File: src/rtl/i2c_pkg.sv
// rtl/i2c_pkg.sv - shared I2C FIFO sizing and status-bit constants
package i2c_pkg;

  localparam int I2C_DATA_WIDTH    = 8;
  localparam int I2C_TX_FIFO_DEPTH = 8;

  // Bit positions of the FIFO flags inside the status register
  localparam int I2C_STAT_FULL_BIT      = 0;
  localparam int I2C_STAT_EMPTY_BIT     = 1;
  localparam int I2C_STAT_OVERFLOW_BIT  = 2;
  localparam int I2C_STAT_UNDERFLOW_BIT = 3;

endpackage

File: src/rtl/i2c_rise_detect.sv
// rtl/i2c_rise_detect.sv - one-cycle strobe on the rising edge of a level request
module i2c_rise_detect (
  input  logic clk_i,
  input  logic rst_i,
  input  logic level_i,
  output logic rise_o
);

  logic level_q;

  always_ff @(posedge clk_i or posedge rst_i) begin
    if (rst_i) begin
      level_q <= 1'b0;
    end else begin
      level_q <= level_i;
    end
  end

  assign rise_o = level_i & ~level_q;

endmodule

File: src/rtl/i2c_tx_fifo.sv
// rtl/i2c_tx_fifo.sv - FWFT transmit FIFO between the APB register block and the I2C core
module i2c_tx_fifo
  import i2c_pkg::*;
#(
  parameter int DATA_WIDTH = I2C_DATA_WIDTH,
  parameter int DEPTH      = I2C_TX_FIFO_DEPTH,
  parameter int ADDR_WIDTH = $clog2(DEPTH)
) (
  input  logic                  pclk_i,
  input  logic                  preset_i,
  input  logic [DATA_WIDTH-1:0] data_i,
  input  logic                  write_enable_i,
  input  logic                  read_enable_i,
  input  logic                  clear_i,
  output logic [DATA_WIDTH-1:0] data_o,
  output logic                  empty_o,
  output logic                  full_o,
  output logic [ADDR_WIDTH:0]   count_o,
  output logic                  overflow_o,
  output logic                  underflow_o
);

  localparam logic [ADDR_WIDTH-1:0] PTR_ONE  = ADDR_WIDTH'(1);
  localparam logic [ADDR_WIDTH:0]   CNT_ONE  = (ADDR_WIDTH + 1)'(1);
  localparam logic [ADDR_WIDTH:0]   CNT_FULL = (ADDR_WIDTH + 1)'(DEPTH);

  logic [DATA_WIDTH-1:0] mem_q [DEPTH];
  logic [ADDR_WIDTH-1:0] wr_ptr_q, wr_ptr_d;
  logic [ADDR_WIDTH-1:0] rd_ptr_q, rd_ptr_d;
  logic [ADDR_WIDTH:0]   count_q, count_d;
  logic                  overflow_q, overflow_d;
  logic                  underflow_q, underflow_d;
  logic                  push, push_ok, pop_ok, empty, full, mem_we;

  // The register block holds its write enable for the whole APB access
  i2c_rise_detect u_push_detect (
    .clk_i   (pclk_i),
    .rst_i   (preset_i),
    .level_i (write_enable_i),
    .rise_o  (push)
  );

  assign empty   = (count_q == '0);
  assign full    = (count_q == CNT_FULL);
  assign pop_ok  = read_enable_i & ~empty;
  // A full FIFO still takes a push when the same cycle frees a slot
  assign push_ok = push & (~full | pop_ok);
  assign mem_we  = push_ok & ~clear_i;

  always_comb begin
    wr_ptr_d    = wr_ptr_q;
    rd_ptr_d    = rd_ptr_q;
    count_d     = count_q;
    overflow_d  = overflow_q;
    underflow_d = underflow_q;
    if (clear_i) begin
      wr_ptr_d    = '0;
      rd_ptr_d    = '0;
      count_d     = '0;
      overflow_d  = 1'b0;
      underflow_d = 1'b0;
    end else begin
      if (push_ok) begin
        wr_ptr_d = wr_ptr_q + PTR_ONE;
      end
      if (pop_ok) begin
        rd_ptr_d = rd_ptr_q + PTR_ONE;
      end
      case ({push_ok, pop_ok})
        2'b10:   count_d = count_q + CNT_ONE;
        2'b01:   count_d = count_q - CNT_ONE;
        default: count_d = count_q;
      endcase
      if (push && !push_ok) begin
        overflow_d = 1'b1;
      end
      if (read_enable_i && empty) begin
        underflow_d = 1'b1;
      end
    end
  end

  always_ff @(posedge pclk_i or posedge preset_i) begin
    if (preset_i) begin
      wr_ptr_q    <= '0;
      rd_ptr_q    <= '0;
      count_q     <= '0;
      overflow_q  <= 1'b0;
      underflow_q <= 1'b0;
    end else begin
      wr_ptr_q    <= wr_ptr_d;
      rd_ptr_q    <= rd_ptr_d;
      count_q     <= count_d;
      overflow_q  <= overflow_d;
      underflow_q <= underflow_d;
    end
  end

  always_ff @(posedge pclk_i or posedge preset_i) begin
    if (preset_i) begin
      for (int i = 0; i < DEPTH; i++) begin
        mem_q[i] <= '0;
      end
    end else if (mem_we) begin
      mem_q[wr_ptr_q] <= data_i;
    end
  end

  assign data_o      = mem_q[rd_ptr_q];
  assign empty_o     = empty;
  assign full_o      = full;
  assign count_o     = count_q;
  assign overflow_o  = overflow_q;
  assign underflow_o = underflow_q;

endmodule
File: config.mk
export PLATFORM = sky130hd
export DESIGN_NAME = i2c_tx_fifo
export DESIGN_NICKNAME = d
export VERILOG_FILES = /design/src/rtl/i2c_pkg.sv /design/src/rtl/i2c_rise_detect.sv /design/src/rtl/i2c_tx_fifo.sv
export SDC_FILE = /design/constraint.sdc
export NUM_CORES = 1
export LEC_CHECK = 0
export ABC_AREA = 1
export CELL_PAD_IN_SITES_DETAIL_PLACEMENT = 0
export CELL_PAD_IN_SITES_GLOBAL_PLACEMENT = 1
export CORE_AREA = 5 5 83 116
export CTS_BUF_LIST = sky130_fd_sc_hd__clkbuf_4 sky130_fd_sc_hd__clkbuf_8
export DETAILED_ROUTE_END_ITERATION = 10
export DIE_AREA = 0 0 88 121
export GPL_ROUTABILITY_DRIVEN = 0
export PLACE_DENSITY = 0.92
export SLEW_MARGIN = 25
export SYNTH_ARGS = -nofsm -noshare
export SYNTH_HDL_FRONTEND = slang
export SYNTH_HIERARCHICAL = 1
export SYNTH_SLANG_ARGS = --single-unit
File: constraint.sdc
create_clock -name pclk_i -period 2.45 [get_ports pclk_i]
set_input_delay 0.245 -clock pclk_i [delete_from_list [all_inputs] [get_ports pclk_i]]
set_output_delay 0.245 -clock pclk_i [all_outputs]
set_load 0.01 [all_outputs]
# Word-level counts from Yosys, hierarchy flattened
# Index checks and enable logic that the tools add are counted.
[word_totals]
elab_cells = 61
input_bits = 13
out_inout_bits = 16
ff_bits = 77
[op_classes]
mux = 16
order_cmp = 3
reduce_logical = 10
n_addsub = 4
n_bitwise = 11
n_eq_ne = 3
[ops]
columns = ["cell", "n"]
rows = [
  ["bitwise mux 64 bit", 1],
  ["binary-select mux 8 bit (select 3 bit)", 1],
  ["demux 8 bit (select 3 bit)", 1],
  ["two-way mux 8 bit", 3],
  ["two-way mux 3 bit", 4],
  ["greater-or-equal comparator 4 bit, second input constant", 2],
  ["inverter 3 -> 4 bit", 2],
  ["one-hot mux 4 bit (2 select lines)", 1],
  ["nonzero test 2 bit", 4],
  ["adder 3 x 1 -> 3 bit, second input constant", 2],
  ["adder 4 x 1 -> 4 bit, second input constant", 1],
  ["AND 1 bit", 4],
  ["== test 4 bit, second input constant", 1],
  ["logical NOT 4 bit", 1],
  ["< comparator 4 x 1 -> 1 bit, second input constant", 1],
  ["two-way mux 1 bit", 4],
  ["two-way mux 4 bit", 1],
  ["inverter 1 bit", 4],
  ["subtractor 4 x 1 -> 4 bit, second input constant", 1],
  ["logical AND 1 bit", 3],
  ["nonzero test 3 bit", 1],
  ["== test 2 x 1 -> 1 bit, second input constant", 1],
  ["== test 2 bit, second input constant", 1],
  ["logical NOT 1 bit", 1],
  ["bitwise OR 1 bit", 1],
]

# Longest topological paths before layout
[logic_depth]
word_depth = 9
depth_mapped = 12
ltp_nobuf = 12

# Hierarchy
# The synthesis kept the hierarchy.
[by_module_without_submodules]
columns = ["module", "instances", "seq_area_each_um2", "cells_each", "area_per_inst_um2"]
rows = [
  ["i2c_tx_fifo", 1, 1901.8, 462, 3778.6],
  ["i2c_rise_detect", 1, 25.0, 4, 38.8],
]

# Worst setup path before layout
# No wires, ideal clock.
[synth_timing]
path_kind = "reg-to-reg"
from = "register count_q[0] (netlist: count_o[0])"
to = "register count_q[3] (netlist: count_o[3])"
period_less_slack_ns = 1.731
setup_ns = 0.118
required_time_ns = 2.332
stages_incl_launch_ff = 11
path_slack_ns = 0.719
arrival_ns = 1.613
path_buffers = 0
cell_sequence = "dfrtp_1 nor2_2 nand2_1 nand3_1 inv_1 ha_1 nand3_1 nand2_1 nand2_1 nand3_1 nand2_1"
[synth_between]
elab_chain_cells = 8
word_cells_on_any_way = 14
cone_classes = "add/sub (2); eq/ne (3); mux (2); bitwise (5); reduce/logical (2)"
[synth_rtl]
columns = ["item", "line_no", "text"]
rows = [
  ["start, declared", "i2c_tx_fifo.sv:30", "logic [ADDR_WIDTH:0] count_q, count_d;"],
  ["start signal, assigned", "i2c_tx_fifo.sv:93", "count_q <= count_d;"],
  ["logical NOT 4 bit", "i2c_tx_fifo.sv:43", "assign empty = (count_q == '0);"],
  ["inverter 1 bit", "i2c_tx_fifo.sv:45", "assign pop_ok = read_enable_i & ~empty;"],
  ["AND 1 bit", "i2c_tx_fifo.sv:45", ""],
  ["bitwise OR 1 bit", "i2c_tx_fifo.sv:47", "assign push_ok = push & (~full | pop_ok);"],
  ["AND 1 bit", "i2c_tx_fifo.sv:47", ""],
  ["== test 2 x 1 -> 1 bit / == test 2 bit (equally long branches)", "i2c_tx_fifo.sv:69", "case ({push_ok, pop_ok})"],
  ["one-hot mux 4 bit (2 select lines)", "i2c_tx_fifo.sv:69", ""],
  ["two-way mux 4 bit", "i2c_tx_fifo.sv:56", "if (clear_i) begin"],
]
# Several ways; a longest one is shown, not always the timed one.
# A chain may end at the register's enable or synchronous reset.

# Worst setup path in the final report
[layout_timing]
from = "register rd_ptr_q[0]"
to = "output port data_o[3]"
[layout_between]
elab_chain_cells = 4
[layout_rtl]
columns = ["item", "line_no", "text"]
rows = [
  ["start, declared", "i2c_tx_fifo.sv:29", "logic [ADDR_WIDTH-1:0] rd_ptr_q, rd_ptr_d;"],
  ["start signal, assigned", "i2c_tx_fifo.sv:92", "rd_ptr_q <= rd_ptr_d;"],
  ["inverter 3 -> 4 bit (not written as such)", "i2c_tx_fifo.sv:109", "assign data_o = mem_q[rd_ptr_q];"],
  ["binary-select mux 8 bit (select 3 bit)", "i2c_tx_fifo.sv:109", ""],
  ["two-way mux 8 bit (not written as such) (2 in series)", "i2c_tx_fifo.sv:109", ""],
  ["end, declared", "i2c_tx_fifo.sv:15", "output logic [DATA_WIDTH-1:0] data_o,"],
]
# Every way passes these cells. The select of a mux whose other input is x is not followed.

==> results.py <==
metrics = {
    "floorplan": {
        "ios": 29,
        "die-area_um2": 10600,
        "core_area_um2": 8460,
        "die_w_um": 88,
        "rows": 40,
        "die_h_um": 121,
        "start_util_pct": 45.1,
    },
    "worst_setup_path": {
        "critPathLaunch": "rd_ptr_q[0]",
        "path_cells": "buf_4, o21ai_0, a21oi_1, a31oi_1, clkdlybuf4s50_1",
        "crit-reg2reg-launch": "count_o[0]",
        "critPathKind": "reg -> out",
        "crit_path_start_kind": "flip-flop",
        "worstPathMaxFanout": 18,
        "cp-end-kind": "output pin",
        "worst_ep_required_time_ns": 2.20,
        "critPathSlowestCell": "clkdlybuf4s50_1",
        "cp_slowest_stage_delay_ns": 0.57,
        "arrival_ns": 2.13,
    },
    "logic_synthesis": {
        "synth_seq_cells": 77,
        "postSynthAreaPerCell_um2": 8.19,
        "synth.distinct_cells": 33,
        "synth_warnings": 6,
        "syn_nets": 483,
        "synth_seq_area_share_pct": 50.5,
        "syn-cell-area_um2": 3820,
        "synth_cells": 466,
    },
    "clock_network": {
        "clk_pin_slew_ns": 0.08,
        "h-tree-depth": 3,
        "cts_buffers": 9,
        "hold_buffers": 0,
        "cts_tree": "done",
        "clock_path_buffers": 2,
        "clockRootBuffer": "clkbuf_8",
        "insertion_delay_ns": 0.36,
        "cts_sinks": 77,
    },
    "placement": {
        "hpwl_mm": 6.34,
        "portBuffers": 28,
    },
    "power": {
        "max-vdd-ir-drop_mv": 0.542,
        "power_mw": 4.17,
        "p_per_area_nw_per_um2": 928,
        "leakagePower_nw": 2.26,
    },
    "sta": {
        "whs_ns": 0.0553,
        "tightest_slew_ns": 0.583,
        "skew_ns": 0.0138,
        "grt_setup_unrepaired": "yes",
        "final.min_clock_period_ns": 2.37,
        "clock.fmax_ghz": 0.422,
        "fin_setup_tns_ns": 0,
        "maxSlewHeadroom_pct": 61.1,
        "finalHoldViolations": 0,
        "period_share_pct": 96.8,
        "slew_viol_final": 0,
        "setup_violations": 0,
    },
    "route": {
        "drtIter0Drc": 166,
        "drc": 0,
        "routed-via-count": 3211,
        "finalWirelength_mm": 9.51,
        "antenna_left": 0,
        "vias_per_cell": 5.27,
        "drtPass1Iterations": 5,
        "wl_per_cell_um": 15.6,
    },
    "run_status": {
        "status": "completed",
    },
    "layout": {
        "syn2layout_area_growth_pct": 17.7,
        "diodes": 0,
        "nets": 516,
        "final_layout_size_suffix_gt1_share_pct": 10.5,
        "mostFrequentLayoutCell": "nand2_1",
        "layout_common_cells": "118 x nand2_1, 76 x dfrtp_1, 75 x o21ai_0, 49 x inv_1, 33 x o21ai_1",
    },
    "global_routing": {
        "grt_pass1_wl_mm": 15.5,
        "grt_pass1_vias": 3092,
        "grt_max_degree": 77,
        "grt_use_total_pct": 19.2,
        "grt.overflow.total": 0,
        "antenna_found_initial": 0,
    },
    "worst_hold_path": {
        "hp-class": "in -> async",
    },
    "flow_run": {
        "cap_viol_max_count": 0,
    },
}
-- synth_stat cells --
cell type / number / share of area [%]
nand2_2: 1 / 0.16
a21oi_1: 25 / 3.3
nand3_1: 10 / 1.3
o21ai_1: 33 / 4.3
nand2_1: 118 / 12
inv_2: 3 / 0.29
nand4_4: 1 / 0.56
nor2_2: 5 / 0.82
buf_4: 2 / 0.39
nand4_1: 2 / 0.33
nand2_4: 1 / 0.29
nor2_1: 14 / 1.4
inv_4: 1 / 0.16
nor2_4: 1 / 0.29
nor2_8: 3 / 1.6
nand3_4: 1 / 0.46
buf_2: 2 / 0.26
inv_1: 51 / 5.0
a21oi_2: 1 / 0.23
clkbuf_1: 11 / 1.1
clkinv_1: 2 / 0.20
nor4_1: 1 / 0.16
ha_1: 4 / 1.3
clkbuf_2: 1 / 0.13
a31o_2: 1 / 0.23
o21a_1: 3 / 0.59
nand3_2: 1 / 0.26
dfrtp_1: 77 / 50
nand3b_1: 1 / 0.20
a31oi_1: 8 / 1.3
o211ai_1: 3 / 0.59
o21ai_0: 75 / 9.8
buf_6: 3 / 0.88
-- layout make-up --
| cell class | count | area, um^2 |
|---|---|---|
| Timing Repair Buffer | 41 | 410 |
| Sequential cell | 77 | 1930 |
| Multi-Input combinational cell | 313 | 1580 |
| Tap cell | 105 | 131 |
| Clock inverter | 4 | 70.1 |
| Inverter | 57 | 220 |
| Clock buffer | 12 | 159 |
| Fill cell | 830 | 3960 |
-- flip-flops by register name (all words and copies together) (netlist names) --
| register | cells |
|---|---|
| count_o | 4 |
| underflow_o | 1 |
| wr_ptr_q | 3 |
| rd_ptr_q | 3 |
| overflow_o | 1 |
| u_push_detect/level_q | 1 |
| mem_q | 64 |
-- critical path, delay by kind of cell (launching register included) --
family,cells,cell delay (ns)
AO/OA/AOI/OAI,3,0.59
flip-flops,1,0.40
buffers and inverters,2,0.77
-- per-layer routing --
| metal | GRT usage (%) | wire, um | vias to the layer above | part of all wire [%] |
|---|---|---|---|---|
| met3 | 5.37 | 445 | 12 | 4.7 |
| met2 | 31.7 | 4800 | 72 | 50 |
| met5 | 0 | 0 | - | 0 |
| met4 | 6.43 | 164 | 0 | 1.7 |
| met1 | 24.1 | 4110 | 1531 | 43 |
| li1 | - | - | 1596 | - |
-- where the power goes --
group	internal [mW]	switching, mW
clock network	0.638	0.467
logic	0.630	0.857
registers	1.45	0.126
-- path summary, 6_finish.rpt --
kind	to	slack [ns]	cells after the start
worst max-delay path	data_o[3]	0.08	5
worst min-delay path	u_push_detect/level_q	0.06	2
worst max register to register	count_o[3]	0.68	10
worst min register to register	mem_q[5]	0.49	2
max in group asynchronous	rd_ptr_q[2]	1.80	3
min in group pclk_i	u_push_detect/level_q	0.36	1
-- per-stage QoR --
| stage | utilization [%] | worst slack [ns] | cells | area [um^2] |
|---|---|---|---|---|
| finish | 53.1 | 0.0782 | 609 | 4490 |
| global route | 53.1 | -0.00346 | 609 | 4490 |
| CTS | 52.5 | 0.00473 | 606 | 4440 |
| detailed placement | 49.8 | 0.333 | 590 | 4210 |
| global placement | 49.8 | 0.398 | 590 | 4210 |
| floorplan | - | 0.267 | 466 | 3820 |
-- logic make-up (layout without fill, tap and decap cells) --
group | Yosys count | count (layout) | share of synthesized area [%]
AO/OA/AOI/OAI | 149 | 149 | 20.4
adder cells (fa/ha/maj) | 4 | 4 | 1.31
buffers and inverters | 76 | 114 | 8.42
flip-flops | 77 | 77 | 50.5
AND/OR/NAND/NOR | 160 | 160 | 19.4
-- repair_timing --
item | CTS | global route
resized for setup | 0 | 10
endpoints found under the setup margin | 0 | 8
buffers inserted | 0 | 3
No activity file was read; power rests on OpenSTA's default activity.
